## config.mk

```make
export PLATFORM = sky130hd
export DESIGN_NAME = ysyx_mul_issue_ctrl_flat
export DESIGN_NICKNAME = d
export VERILOG_FILES = /design/src/rtl/ysyx_mul_issue_ctrl_pkg.sv /design/src/rtl/ysyx_mul_issue_ctrl_if.sv /design/src/rtl/ysyx_mul_result_sel.sv /design/src/rtl/ysyx_mul_issue_ctrl.sv /design/src/flat_wrapper.sv
export SDC_FILE = /design/constraint.sdc
export NUM_CORES = 1
export LEC_CHECK = 0
export BUFFER_PORTS_ARGS = -buffer_cell sky130_fd_sc_hd__buf_2
export CORE_AREA = 2 2 178 180
export CTS_CLUSTER_SIZE = 12
export DETAILED_ROUTE_END_ITERATION = 8
export DIE_AREA = 0 0 180 182
export GPL_ROUTABILITY_DRIVEN = 1
export HOLD_SLACK_MARGIN = 0.15
export PLACE_DENSITY_LB_ADDON = 0.08
export SETUP_SLACK_MARGIN = 0.02
export SLEW_MARGIN = 20
export SYNTH_ARGS = -nofsm -noshare
export SYNTH_HDL_FRONTEND = slang
export SYNTH_SLANG_ARGS = --single-unit
```

## constraint.sdc

```tcl
create_clock -name clk -period 1.7 [get_ports clk]
set_input_delay 0.17 -clock clk [delete_from_list [all_inputs] [get_ports clk]]
set_output_delay 0.17 -clock clk [all_outputs]
set_load 0.02 [all_outputs]
```

## src/rtl/ysyx_mul_issue_ctrl_pkg.sv

```systemverilog
// rtl/ysyx_mul_issue_ctrl_pkg.sv - shared constants for the multiplier issue controller
// Op encoding, FSM state encoding and operand-signedness decode.
package ysyx_mul_pkg;

  localparam int XLEN = 64;

  localparam logic [2:0] MUL_OP_MUL    = 3'd0;
  localparam logic [2:0] MUL_OP_MULH   = 3'd1;
  localparam logic [2:0] MUL_OP_MULHSU = 3'd2;
  localparam logic [2:0] MUL_OP_MULHU  = 3'd3;
  localparam logic [2:0] MUL_OP_MULW   = 3'd4;

  localparam logic [1:0] ST_IDLE  = 2'd0;
  localparam logic [1:0] ST_BUSY  = 2'd1;
  localparam logic [1:0] ST_DRAIN = 2'd2;
  localparam logic [1:0] ST_DONE  = 2'd3;

  // Returns {rs1_signed, rs2_signed}; undefined ops behave as MUL.
  function automatic logic [1:0] op_signedness(input logic [2:0] op);
    case (op)
      MUL_OP_MULH:   return 2'b11;
      MUL_OP_MULHSU: return 2'b10;
      default:       return 2'b00;
    endcase
  endfunction

endpackage

```

## src/rtl/ysyx_mul_issue_ctrl_if.sv

```systemverilog
// rtl/ysyx_mul_issue_ctrl_if.sv - link between the issue controller and the Booth multiplier core
// master = controller side, slave = core side.
interface ysyx_mul_issue_ctrl_if;
  import ysyx_mul_pkg::*;

  logic                mul_valid;
  logic                mul_rs1_signed;
  logic                mul_rs2_signed;
  logic [XLEN-1:0]     mul_rs1;
  logic [XLEN-1:0]     mul_rs2;
  logic                mul_ready;
  logic [2*XLEN-1:0]   mul_out;

  modport master (
    output mul_valid, mul_rs1_signed, mul_rs2_signed, mul_rs1, mul_rs2,
    input  mul_ready, mul_out
  );

  modport slave (
    input  mul_valid, mul_rs1_signed, mul_rs2_signed, mul_rs1, mul_rs2,
    output mul_ready, mul_out
  );

endinterface

```

## src/rtl/ysyx_mul_result_sel.sv

```systemverilog
// rtl/ysyx_mul_result_sel.sv - picks and sign-extends the 64-bit result from a 128-bit product
// Purely combinational; shared by the core path and the stored-product path.
module ysyx_mul_result_sel
  import ysyx_mul_pkg::*;
(
  input  logic [2:0]        op,
  input  logic [2*XLEN-1:0] prod,
  output logic [XLEN-1:0]   result
);

  always_comb begin
    result = prod[XLEN-1:0];
    case (op)
      MUL_OP_MULH, MUL_OP_MULHSU, MUL_OP_MULHU: result = prod[2*XLEN-1:XLEN];
      MUL_OP_MULW:                              result = {{32{prod[31]}}, prod[31:0]};
      default:                                  result = prod[XLEN-1:0];
    endcase
  end

endmodule

```

## src/rtl/ysyx_mul_issue_ctrl.sv

```systemverilog
// rtl/ysyx_mul_issue_ctrl.sv - issue/writeback controller for the sequential Booth multiplier
// Optional product reuse for identical back-to-back operands is enabled by MUL_RESULT_REUSE_EN.
module ysyx_mul_issue_ctrl
  import ysyx_mul_pkg::*;
(
  input  logic                 clk,
  input  logic                 rst,
  input  logic                 in_valid_i,
  output logic                 in_ready_o,
  input  logic [2:0]           op_i,
  input  logic [XLEN-1:0]      rs1_i,
  input  logic [XLEN-1:0]      rs2_i,
  input  logic                 flush_i,
  output logic                 out_valid_o,
  input  logic                 out_ready_i,
  output logic [XLEN-1:0]      rd_data_o,
  ysyx_mul_issue_ctrl_if.master core
);

  logic [1:0]      state_q;
  logic [2:0]      op_q;
  logic [XLEN-1:0] rs1_q;
  logic [XLEN-1:0] rs2_q;
  logic            rs1_signed_q;
  logic            rs2_signed_q;
  logic [XLEN-1:0] rd_data_q;
  logic            drain_q;

  logic [1:0]      sgn_in;
  logic            accept;
  logic            reuse_hit;
  logic [XLEN-1:0] reuse_res;
  logic [XLEN-1:0] core_res;

  assign sgn_in = op_signedness(op_i);
  assign accept = (state_q == ST_IDLE) && in_valid_i && !flush_i;

  ysyx_mul_result_sel u_core_sel (
    .op     (op_q),
    .prod   (core.mul_out),
    .result (core_res)
  );

`ifdef MUL_RESULT_REUSE_EN
  logic [XLEN-1:0]   last_rs1_q;
  logic [XLEN-1:0]   last_rs2_q;
  logic              last_s1_q;
  logic              last_s2_q;
  logic [2*XLEN-1:0] last_prod_q;
  logic              reuse_vld_q;

  assign reuse_hit = reuse_vld_q && (rs1_i == last_rs1_q) && (rs2_i == last_rs2_q)
                     && (sgn_in == {last_s1_q, last_s2_q});

  ysyx_mul_result_sel u_reuse_sel (
    .op     (op_i),
    .prod   (last_prod_q),
    .result (reuse_res)
  );

  always_ff @(posedge clk) begin
    if (rst) begin
      last_rs1_q  <= '0;
      last_rs2_q  <= '0;
      last_s1_q   <= 1'b0;
      last_s2_q   <= 1'b0;
      last_prod_q <= '0;
      reuse_vld_q <= 1'b0;
    end else if (state_q == ST_BUSY) begin
      if (flush_i) begin
        reuse_vld_q <= 1'b0;
      end else if (core.mul_ready) begin
        last_rs1_q  <= rs1_q;
        last_rs2_q  <= rs2_q;
        last_s1_q   <= rs1_signed_q;
        last_s2_q   <= rs2_signed_q;
        last_prod_q <= core.mul_out;
        reuse_vld_q <= 1'b1;
      end
    end
  end
`else
  assign reuse_hit = 1'b0;
  assign reuse_res = '0;
`endif

  always_ff @(posedge clk) begin
    if (rst) begin
      state_q      <= ST_IDLE;
      op_q         <= MUL_OP_MUL;
      rs1_q        <= '0;
      rs2_q        <= '0;
      rs1_signed_q <= 1'b0;
      rs2_signed_q <= 1'b0;
      rd_data_q    <= '0;
      drain_q      <= 1'b0;
    end else begin
      case (state_q)
        ST_IDLE: begin
          if (accept) begin
            op_q         <= op_i;
            rs1_q        <= rs1_i;
            rs2_q        <= rs2_i;
            rs1_signed_q <= sgn_in[1];
            rs2_signed_q <= sgn_in[0];
            if (reuse_hit) begin
              rd_data_q <= reuse_res;
              state_q   <= ST_DONE;
            end else begin
              state_q   <= ST_BUSY;
            end
          end
        end
        ST_BUSY: begin
          // Flush wins over a coincident done pulse: the result is dropped.
          if (flush_i) begin
            drain_q <= 1'b0;
            state_q <= ST_DRAIN;
          end else if (core.mul_ready) begin
            rd_data_q <= core_res;
            state_q   <= ST_DONE;
          end
        end
        ST_DRAIN: begin
          // Two dead cycles swallow any stale done pulse from the aborted core.
          drain_q <= 1'b1;
          if (drain_q) begin
            drain_q <= 1'b0;
            state_q <= ST_IDLE;
          end
        end
        ST_DONE: begin
          if (flush_i || out_ready_i) state_q <= ST_IDLE;
        end
        default: state_q <= ST_IDLE;
      endcase
    end
  end

  assign in_ready_o          = (state_q == ST_IDLE);
  assign out_valid_o         = (state_q == ST_DONE);
  assign rd_data_o           = rd_data_q;
  // Dropped in the pulse cycle so the level-sensitive core does not restart.
  assign core.mul_valid      = (state_q == ST_BUSY) && !core.mul_ready;
  assign core.mul_rs1        = rs1_q;
  assign core.mul_rs2        = rs2_q;
  assign core.mul_rs1_signed = rs1_signed_q;
  assign core.mul_rs2_signed = rs2_signed_q;

endmodule

```

## src/flat_wrapper.sv

```systemverilog
// flat-port wrapper written by rule: the top's interface ports become plain ports
module ysyx_mul_issue_ctrl_flat import ysyx_mul_pkg::*;
  (clk, rst, in_valid_i, in_ready_o, op_i, rs1_i, rs2_i, flush_i, out_valid_o, out_ready_i, rd_data_o, core_mul_valid, core_mul_rs1_signed, core_mul_rs2_signed, core_mul_rs1, core_mul_rs2, core_mul_ready, core_mul_out);
  ysyx_mul_issue_ctrl_if core_i ();
  input  logic clk;
  input  logic rst;
  input  logic in_valid_i;
  output logic in_ready_o;
  input  logic [2:0] op_i;
  input  logic [XLEN-1:0] rs1_i;
  input  logic [XLEN-1:0] rs2_i;
  input  logic flush_i;
  output logic out_valid_o;
  input  logic out_ready_i;
  output logic [XLEN-1:0] rd_data_o;
  output wire logic [$bits(core_i.mul_valid)-1:0] core_mul_valid;
  output wire logic [$bits(core_i.mul_rs1_signed)-1:0] core_mul_rs1_signed;
  output wire logic [$bits(core_i.mul_rs2_signed)-1:0] core_mul_rs2_signed;
  output wire logic [$bits(core_i.mul_rs1)-1:0] core_mul_rs1;
  output wire logic [$bits(core_i.mul_rs2)-1:0] core_mul_rs2;
  input wire logic [$bits(core_i.mul_ready)-1:0] core_mul_ready;
  input wire logic [$bits(core_i.mul_out)-1:0] core_mul_out;
  assign core_mul_valid = core_i.mul_valid;
  assign core_mul_rs1_signed = core_i.mul_rs1_signed;
  assign core_mul_rs2_signed = core_i.mul_rs2_signed;
  assign core_mul_rs1 = core_i.mul_rs1;
  assign core_mul_rs2 = core_i.mul_rs2;
  assign core_i.mul_ready = core_mul_ready;
  assign core_i.mul_out = core_mul_out;
  ysyx_mul_issue_ctrl u_core (.clk(clk), .rst(rst), .in_valid_i(in_valid_i), .in_ready_o(in_ready_o), .op_i(op_i), .rs1_i(rs1_i), .rs2_i(rs2_i), .flush_i(flush_i), .out_valid_o(out_valid_o), .out_ready_i(out_ready_i), .rd_data_o(rd_data_o), .core(core_i));
endmodule
```

# Word-level counts from Yosys, hierarchy flattened
# Cells that the tools add are included.
# Widths: inputs -> output; s select.
[word_totals] register_bits=200 inputBits=265
[op_classes] n_eq_ne=14 n_mux=11 bitwise_logic=1 reduce_logical=13
[ops] cell="$pmux 64 s2" n=1
[ops] cell="$mux 2" n=5
[ops] cell="$eq 3x2->1 const B" n=3
[ops] cell="$pmux 2 s4" n=1
[ops] cell="$eq 3x1->1 const B" n=2
[ops] cell="$ne 2x1->1 const B" n=3
[ops] cell="$eq 2x2->1 const B" n=2
[ops] cell="$pmux 2 s2" n=1
[ops] cell="$reduce_and 2->1" n=2
[ops] cell="$reduce_and 4->1" n=1
[ops] cell="$eq 3x3->1 const B" n=1
[ops] cell="$logic_and 1x1->1" n=3
[ops] cell="$ne 3x3->1 const B" n=1
[ops] cell="$reduce_and 3->1" n=1
[ops] cell="$reduce_or 3->1" n=1
[ops] cell="$eq 2x1->1 const B" n=1
[ops] cell="$logic_not 1->1" n=2
[ops] cell="$logic_not 2->1" n=1
[ops] cell="$mux 1" n=2
[ops] cell="$ne 2x2->1 const B" n=1
[ops] cell="$pmux 1 s2" n=1
[ops] cell="$reduce_bool 2->1" n=1
[ops] cell="$logic_or 1x1->1" n=1
[ops] cell="$not 1->1" n=1

# Longest topological paths before layout
# Gate-level depths: netlist of the first run.
[depth] word_depth=5 depth_mapped=7 mapped_depth_nobuf=3

# By module
# Synthesis of the first run repeated with hierarchy kept, for this count alone.
[unflattened] cells_unflattened=1072 area_unflattened_um2=8420.6
[by_module_without_submodules] module="ysyx_mul_issue_ctrl" instances=1 cells_per_inst=881 area_per_inst_um2=6912.9
[by_module_without_submodules] module="ysyx_mul_result_sel" instances=1 cells_per_inst=191 area_per_inst_um2=1507.7

# Least setup slack after synthesis of the first run
# Ideal clock, no wire load.
[synth_path] path_type="register -> register" start="register u_core.state_q[0]" end="register u_core.rs1_q[58] (netlist: u_core.core.mul_rs1[58])" setup_ps=132 t_arrival_ps=1470 required_time_ps=1568 setup_slack_ps=98 path_stages_with_launch=7 path_buffers=3 synth_period_minus_slack_ps=1602 path_cell_list="dfxtp_1 -> or4b_1 -> buf_2 -> clkbuf_1 -> clkbuf_1 -> nand2_1 -> a21oi_1"
[synth_via] elab_chain_cells=4
[synth_lines] element="start: declaration" line_no="ysyx_mul_issue_ctrl.sv:20" rtl="logic [1:0] state_q;"
[synth_lines] element="start signal: assignment" line_no="ysyx_mul_issue_ctrl.sv:89" rtl="state_q <= ST_IDLE;"
[synth_lines] element="start signal: assignment" line_no="ysyx_mul_issue_ctrl.sv:108" rtl="state_q <= ST_DONE;"
[synth_lines] element="start signal: assignment" line_no="ysyx_mul_issue_ctrl.sv:110" rtl="state_q <= ST_BUSY;"
[synth_lines] element="$logic_not 2->1 *" line_no="ysyx_mul_issue_ctrl.sv:36, ysyx_mul_issue_ctrl.sv:98"
[synth_lines] element="$logic_and 1x1->1 (2 in series)" line_no="ysyx_mul_issue_ctrl.sv:36" rtl="assign accept = (state_q == ST_IDLE) && in_valid_i && !flush_i;"
[synth_lines] element="$reduce_and 2->1 (no line) *"
[synth_lines] element="end signal: assignment" line_no="ysyx_mul_issue_ctrl.sv:102" rtl="rs1_q <= rs1_i;"
[synth_lines] element="end: declaration" line_no="ysyx_mul_issue_ctrl.sv:22" rtl="logic [XLEN-1:0] rs1_q;"
# Mark *: on every way between the ends. The rest lies on a longest branch, timed or not.
# A chain may end at the register's enable or synchronous reset.

# Final worst setup path of the first run
[layout_path] start="register u_core.state_q[1]" end="register u_core.rs2_signed_q (netlist: u_core.core.mul_rs2_signed)"
[layout_via] elab_chain_cells=4
[layout_lines] element="$logic_not 2->1 *" line_no="ysyx_mul_issue_ctrl.sv:36, ysyx_mul_issue_ctrl.sv:98"
[layout_lines] element="$logic_and 1x1->1 (2 in series)" line_no="ysyx_mul_issue_ctrl.sv:36"
[layout_lines] element="$reduce_and 2->1 (no line) *"
[layout_lines] element="end signal: assignment" line_no="ysyx_mul_issue_ctrl.sv:105" rtl="rs2_signed_q <= sgn_in[0];"
[layout_lines] element="end: declaration" line_no="ysyx_mul_issue_ctrl.sv:25" rtl="logic rs2_signed_q;"
# Marked as above.

==> results of run 1 <==
routing by layer:
metal  part of all wire (%)  global-route usage, %  vias to the layer above
li1                       -                      -                     4874
met1                     43                   23.3                     4392
met2                     48                   33.3                      336
met3                    7.4                   5.80                       29
met4                    1.7                   5.92                        2
met5                  0.033                      0                        -
cells by family after synthesis:
logic type	synth area share (%)
xor gates and xnor gates	0.108
buffers and inverters	4.77
AOI/OAI and AO/OA	21.0
and+or+nand+nor	24.6
DFF	49.6
cell usage after synthesis:
cell type and instances:
nand2_1 361, dfxtp_1 200, a21oi_1 134, clkbuf_1 69
nor2_1 67, a311oi_1 64, o21ai_0 35, a21o_1 32
or3b_2 32, buf_2 23, buf_1 2, nor3b_1 2
or4b_1 2, a211oi_1 1, a2bb2oi_1 1, and2_1 1
inv_1 1, nand3b_1 1, nor2b_1 1, nor3_1 1
nor4b_2 1, nor4bb_1 1, o21a_1 1, o21ba_2 1
o21bai_1 1, o31a_1 1, or2_2 1, or3_1 1
xnor2_1 1
worst max-delay path: stages (launching register included):
cell	delay [ns]
dfxtp_1	0.35
or4b_4	0.57
or4b_1	0.48
a21oi_1	0.14
sequential cells by signal, summed over array words and instances (netlist names):
register,flops
u_core.core.mul_rs1,64
u_core.core.mul_rs1_signed,1
u_core.core.mul_rs2,64
u_core.core.mul_rs2_signed,1
u_core.drain_q,1
u_core.op_q,3
u_core.rd_data_o,64
u_core.state_q,2
final cells by class:
class,count,area [um2],share of cell area (%)
timing repair buffer,760,5470,38.2
sequential,200,4010,28.0
multi-input combinational,744,3730,26.1
tap,402,503,3.52
clock buffer,17,425,2.97
clock inverter,15,160,1.12
antenna,3,7.51,0.0525
inverter,1,3.75,0.0262
path summary, 6_finish.rpt:
kind	start	end	slack, ns	depth (start not counted)
max	u_core.state_q[1]$_SDFFE_PP0P_	u_core.core.mul_rs2_signed$_SDFFE_PP0P_	0.09	3
min	core_mul_out[119]	u_core.rd_data_o[55]$_SDFFE_PP0P_	0.17	4
max reg2reg	u_core.state_q[1]$_SDFFE_PP0P_	u_core.core.mul_rs2_signed$_SDFFE_PP0P_	0.09	3
min reg2reg	u_core.core.mul_rs2[23]$_SDFFE_PP0P_	u_core.core.mul_rs2[23]$_SDFFE_PP0P_	0.45	2
per-stage QoR:
stage                     hold slack, ns  setup TNS (ns)  cells  worst slack [ns]
after floorplan                    0.249               0   1039            0.0981
after global placement             0.410               0   1843            0.0833
after detailed placement           0.415               0   1843            0.0746
after CTS                          0.150               0   2133            0.0251
after global routing               0.185         -0.0264   2142           -0.0150
final                              0.170               0   2142            0.0906
power by group through the flow:
stage                     Combinational, mW  Clock, mW  Sequential (mW)
after global placement                 1.77          0             5.08
after CTS                              2.26       4.33             4.98
final                                  2.27       4.15             4.98
after global routing                   2.47       4.48             5.01
after floorplan                       0.710          0             5.31
after detailed placement               1.77          0             5.09
repair_timing:
action / 4_1_cts / 5_1_grt
endpoints found under the hold margin: 199 / 1
endpoints found under the setup margin: 0 / 13
gates resized for setup: 0 / 4
hold buffers: 258 / 1
setup buffers: 0 / 4
==> impl_metrics.tcl, run 1 <==
set metrics [dict create \
    outcome "finished, final reports clean" \
    ctsRootBufferMaster "clkbuf_16" \
    sw_frac_of_total_pct 28.7 \
    port_buffers 461 \
    cp-end-kind "flop" \
    tightest_slew_ns 0.481 \
    final_antenna_net_count 0 \
    cts_tree "done" \
    synth_cell_types 29 \
    clock_skew_ns 0.00997 \
    grt_pass1_wl_mm 51.2 \
    fmax_ghz 0.621 \
    grt_max_degree 93 \
    gp_congestion 0.715 \
    seqPwrFrac_pct 43.7 \
    area_delta_synth_final_pct 77.0 \
    final_cell_mix "buf_2, nand2_1, dlygate4sd3_1" \
    grt_pass1_vias 9566 \
    ys_ff_latch 200 \
    grt_use_total_pct 19.4 \
    gr-total-overflow 0 \
    start_kind "flop" \
    worstPathMaxFanout 5 \
    yosys.area.top_type_share_pct 49.6 \
    die_w_um 180 \
    power_switching_mw 3.28 \
    fp-row-count 65 \
    fin_crit_sh_pct 94.7 \
    cts.sinks 200 \
    fill_cells 3109 \
    pwr-share-comb_pct 19.9 \
    place_hpwl_mm 22.4 \
    die_y_um 182 \
    finalCriticalPeriod_ns 1.61 \
    numCtsBuffers 17 \
    ir_worst_vdd_mv 0.623 \
    critPathKind "flop to flop" \
    cts_max_path_buffers 2 \
    finalSetupViolations 0 \
    dr_total_vias 9633 \
    slew_headroom_pct 67.9 \
    clockPowerShare_pct 36.4 \
    pin_count 462 \
    place_area_um2 11100 \
    drive_above_1_share_pct 33.2 \
    power.leakage_nw 6.42 \
    cp.required_ns 2.07 \
    htree_num_levels 4 \
    syn_area_per_cell_um2 7.78 \
    syn_nets 1304 \
    core_um2 31000 \
    clock_latency_ns 0.44 \
    yosys-top-cells-area "dfxtp_1, nand2_1, a21oi_1" \
    wl_per_cell_um 15.7 \
    fin_util_pct 46.2 \
    cts.clk_slew.worst_paths_ns 0.08 \
    wirelength_mm 33.6 \
    drc 0 \
    hold_viol 0 \
    syn_inst 1039 \
    hold_path_class "primary input to flop" \
    final_common_cell "buf_2" \
    nets 1989 \
    rsz0062_at_grt "yes" \
    report.final.slew_viol_count 0 \
    dr.pass1.iters 5 \
    power_mw 11.4 \
    seq_area_frac_synth_pct 49.6 \
    antenna_found_initial 4 \
    p_int_mw 8.13 \
    stdcell_area_um2 14300 \
    syn_area_um2 8080 \
    yosysTopAreaCell "dfxtp_1" \
    critical_path_arrival_ns 1.98 \
    drv_cap 0 \
    die_area_um2 32800 \
    start_util_pct 26.1 \
    power_per_cell_area_nw_per_um2 797 \
    drtIter0Drc 419 \
    via_per_inst 4.50 \
    ys_warn_count 0 \
]
No activity file was read; power rests on OpenSTA's default activity.
==> run 2: changes to the inputs <==
--- a/config.mk
+++ b/config.mk
@@ -6,10 +6,10 @@
 export NUM_CORES = 1
 export LEC_CHECK = 0
 export BUFFER_PORTS_ARGS = -buffer_cell sky130_fd_sc_hd__buf_2
-export CORE_AREA = 2 2 178 180
+export CORE_AREA = 2 2 180 182
 export CTS_CLUSTER_SIZE = 12
 export DETAILED_ROUTE_END_ITERATION = 8
-export DIE_AREA = 0 0 180 182
+export DIE_AREA = 0 0 182 184
 export GPL_ROUTABILITY_DRIVEN = 1
 export HOLD_SLACK_MARGIN = 0.15
 export PLACE_DENSITY_LB_ADDON = 0.08
==> constraint.sdc (replaced) <==
create_clock -name clk -period 1.5 [get_ports clk]
set_input_delay 0.15 -clock clk [delete_from_list [all_inputs] [get_ports clk]]
set_output_delay 0.15 -clock clk [all_outputs]
set_load 0.02 [all_outputs]
==> run 2 against run 1 <==
- the run now ends with negative setup slack left
- non-clock buffer count grew 57
- sequential share of layout area is 3.4 points lower
- critical path depth rose by 5
- worst hold slack got worse by 0.0057 ns
- via count increased by 4.9%
- largest cell class unchanged
==> impl_metrics.tcl, run 2 (same netlist as run 1, synthesis figures left out) <==
set metrics [dict create \
    pin_count 462 \
    violations "negative setup slack" \
    drive_above_1_share_pct 45.1 \
    clock_latency_ns 0.44 \
    hold_viol 0 \
    antenna_found_initial 2 \
    busiest_layer "met2" \
    cts_max_path_buffers 2 \
    report.final.slew_viol_count 0 \
    fin_util_pct 51.8 \
    grt_max_degree 42 \
    cp_common_cell "buf_6" \
    die_w_um 182 \
    start_kind "flop" \
    cp-end-kind "flop" \
    crit_chain "buf_6, buf_6, nor4b_4, buf_6, clkbuf_16, clkbuf_16, nand2_4, a21oi_2" \
    rsz0062_at_grt "yes" \
    grt_pass1_vias 9834 \
    start_util_pct 25.7 \
    final_common_cell "buf_2" \
    fmax_ghz 0.624 \
    grt_pass1_wl_mm 53.5 \
    die_area_um2 33500 \
    clock_skew_ns 0.0130 \
    outcome "finished with violations" \
    fin_crit_sh_pct 107 \
    critPathKind "flop to flop" \
    stdcell_area_um2 16300 \
    pre_cts_ws_ns -0.127 \
    htree_num_levels 4 \
    finalCriticalPeriod_ns 1.60 \
    wirelength_mm 37.8 \
    use_met2_pct 35.6 \
    power_mw 13.4 \
    numCtsBuffers 17 \
    gp_congestion 0.757 \
    use_met3_pct 5.61 \
    critPathMaxStageDelay_ns 0.33 \
    gr-total-overflow 0 \
    place_area_um2 11200 \
    finalSetupViolations 171 \
    port_buffers 461 \
    via_per_inst 4.60 \
    power_per_cell_area_nw_per_um2 826 \
    tightest_slew_ns 0.453 \
    dr.pass1.iters 6 \
    cts.clk_slew.worst_paths_ns 0.08 \
    cts.sinks 200 \
    fill_cells 2964 \
    wl_per_cell_um 17.2 \
    nets 2046 \
    grt_use_total_pct 20.1 \
    final_antenna_net_count 0 \
    ir_worst_vdd_mv 0.716 \
    drc 0 \
    core_um2 31400 \
    power.leakage_nw 7.34 \
    drv_cap 0 \
    critical_path_arrival_ns 1.98 \
    place_hpwl_mm 23.3 \
    cp_slowest_cell "dfxtp_2" \
    fin_cells 2197 \
    cts_tree "done" \
    area_delta_synth_final_pct 101 \
    worstPathMaxFanout 7 \
    ctsRootBufferMaster "clkbuf_16" \
    fp-row-count 65 \
    cp.required_ns 1.88 \
    place_inst 1860 \
    hold_path_class "primary input to flop" \
    final_cell_mix "buf_2, nand2_1, dlygate4sd3_1" \
    dr_total_vias 10100 \
    fin_ws_ns -0.102 \
    die_y_um 184 \
    grtUsageMet1_pct 23.4 \
    drtIter0Drc 346 \
    slew_headroom_pct 69.8 \
]
## run 2: cell count changes in the layout (fill, tap and decap cells not counted), moves of 8 or more
cell,before,now
nand2_4,0,44
clkbuf_16,18,37
a21oi_1,134,56
nor2_1,67,45
buf_6,3,15
nor2_4,0,13
nand2_1,361,300
a311oi_2,0,19
nor2_2,0,9
a311oi_1,64,45
nand2_2,0,17
a21oi_2,0,78
buf_8,0,8
## run 2: repair_timing
action / in CTS / in global routing
gates cloned: 4 / 25
endpoints found under the hold margin: 199 / 0
setup buffers: 11 / 6
hold buffers: 262 / 0
resized for setup: 23 / 261
pin swaps: 1 / 130
endpoints found under the setup margin: 181 / 200
## run 2: worst paths after layout
path         cells after the start                                 endpoint  slack [ns]                                 from
max                              8     u_core.core.mul_rs2[47]$_SDFFE_PP0P_       -0.10       u_core.state_q[1]$_SDFFE_PP0P_
min                              4  u_core.core.mul_rs2_signed$_SDFFE_PP0P_        0.16                              flush_i
max reg2reg                      8     u_core.core.mul_rs2[47]$_SDFFE_PP0P_       -0.10       u_core.state_q[1]$_SDFFE_PP0P_
min reg2reg                      2      u_core.core.mul_rs1[6]$_SDFFE_PP0P_        0.45  u_core.core.mul_rs1[6]$_SDFFE_PP0P_
## run 2: area by class of cell
cell class	count	area (um2)	share of cell area [%]
repair buffers	817	6540	40.2
well taps	402	503	3.09
flip-flops and latches	200	4010	24.6
diodes	1	2.50	0.0154
clock inverters	14	153	0.938
clock buffers	18	429	2.64
inverters	1	3.75	0.0231
multi-input cells	744	4640	28.5
## run 2: routing by layer
metal	routed length (um)	vias to the layer above
li1	-	4996
met1	15700	4712
met2	18900	349
met3	2470	48
met4	743	2
met5	13	-
## run 2: critical path: cells and delay by family (launching register included)
kind,cells,cell delay (ns)
compound gates,1,0.12
buf+inv,5,0.79
flops,1,0.33
simple gates,2,0.30
## run 2: per-stage QoR
stage,TNS [ns],hold WS (ns)
detailed placement,-10.35,0.396
finish,-8.12,0.164
global route,-22.92,0.173
floorplan,-1.92,0.229
global placement,-5.53,0.391
CTS,-13.94,0.146
## run 2: power breakdown
group	leakage, nW	total (mW)	switching [mW]	internal, mW
logic	5.43	3.13	1.53	1.60
registers	1.63	5.65	0.120	5.53
clock network	0.282	4.66	2.42	2.24
total	7.34	13.4	4.07	9.37
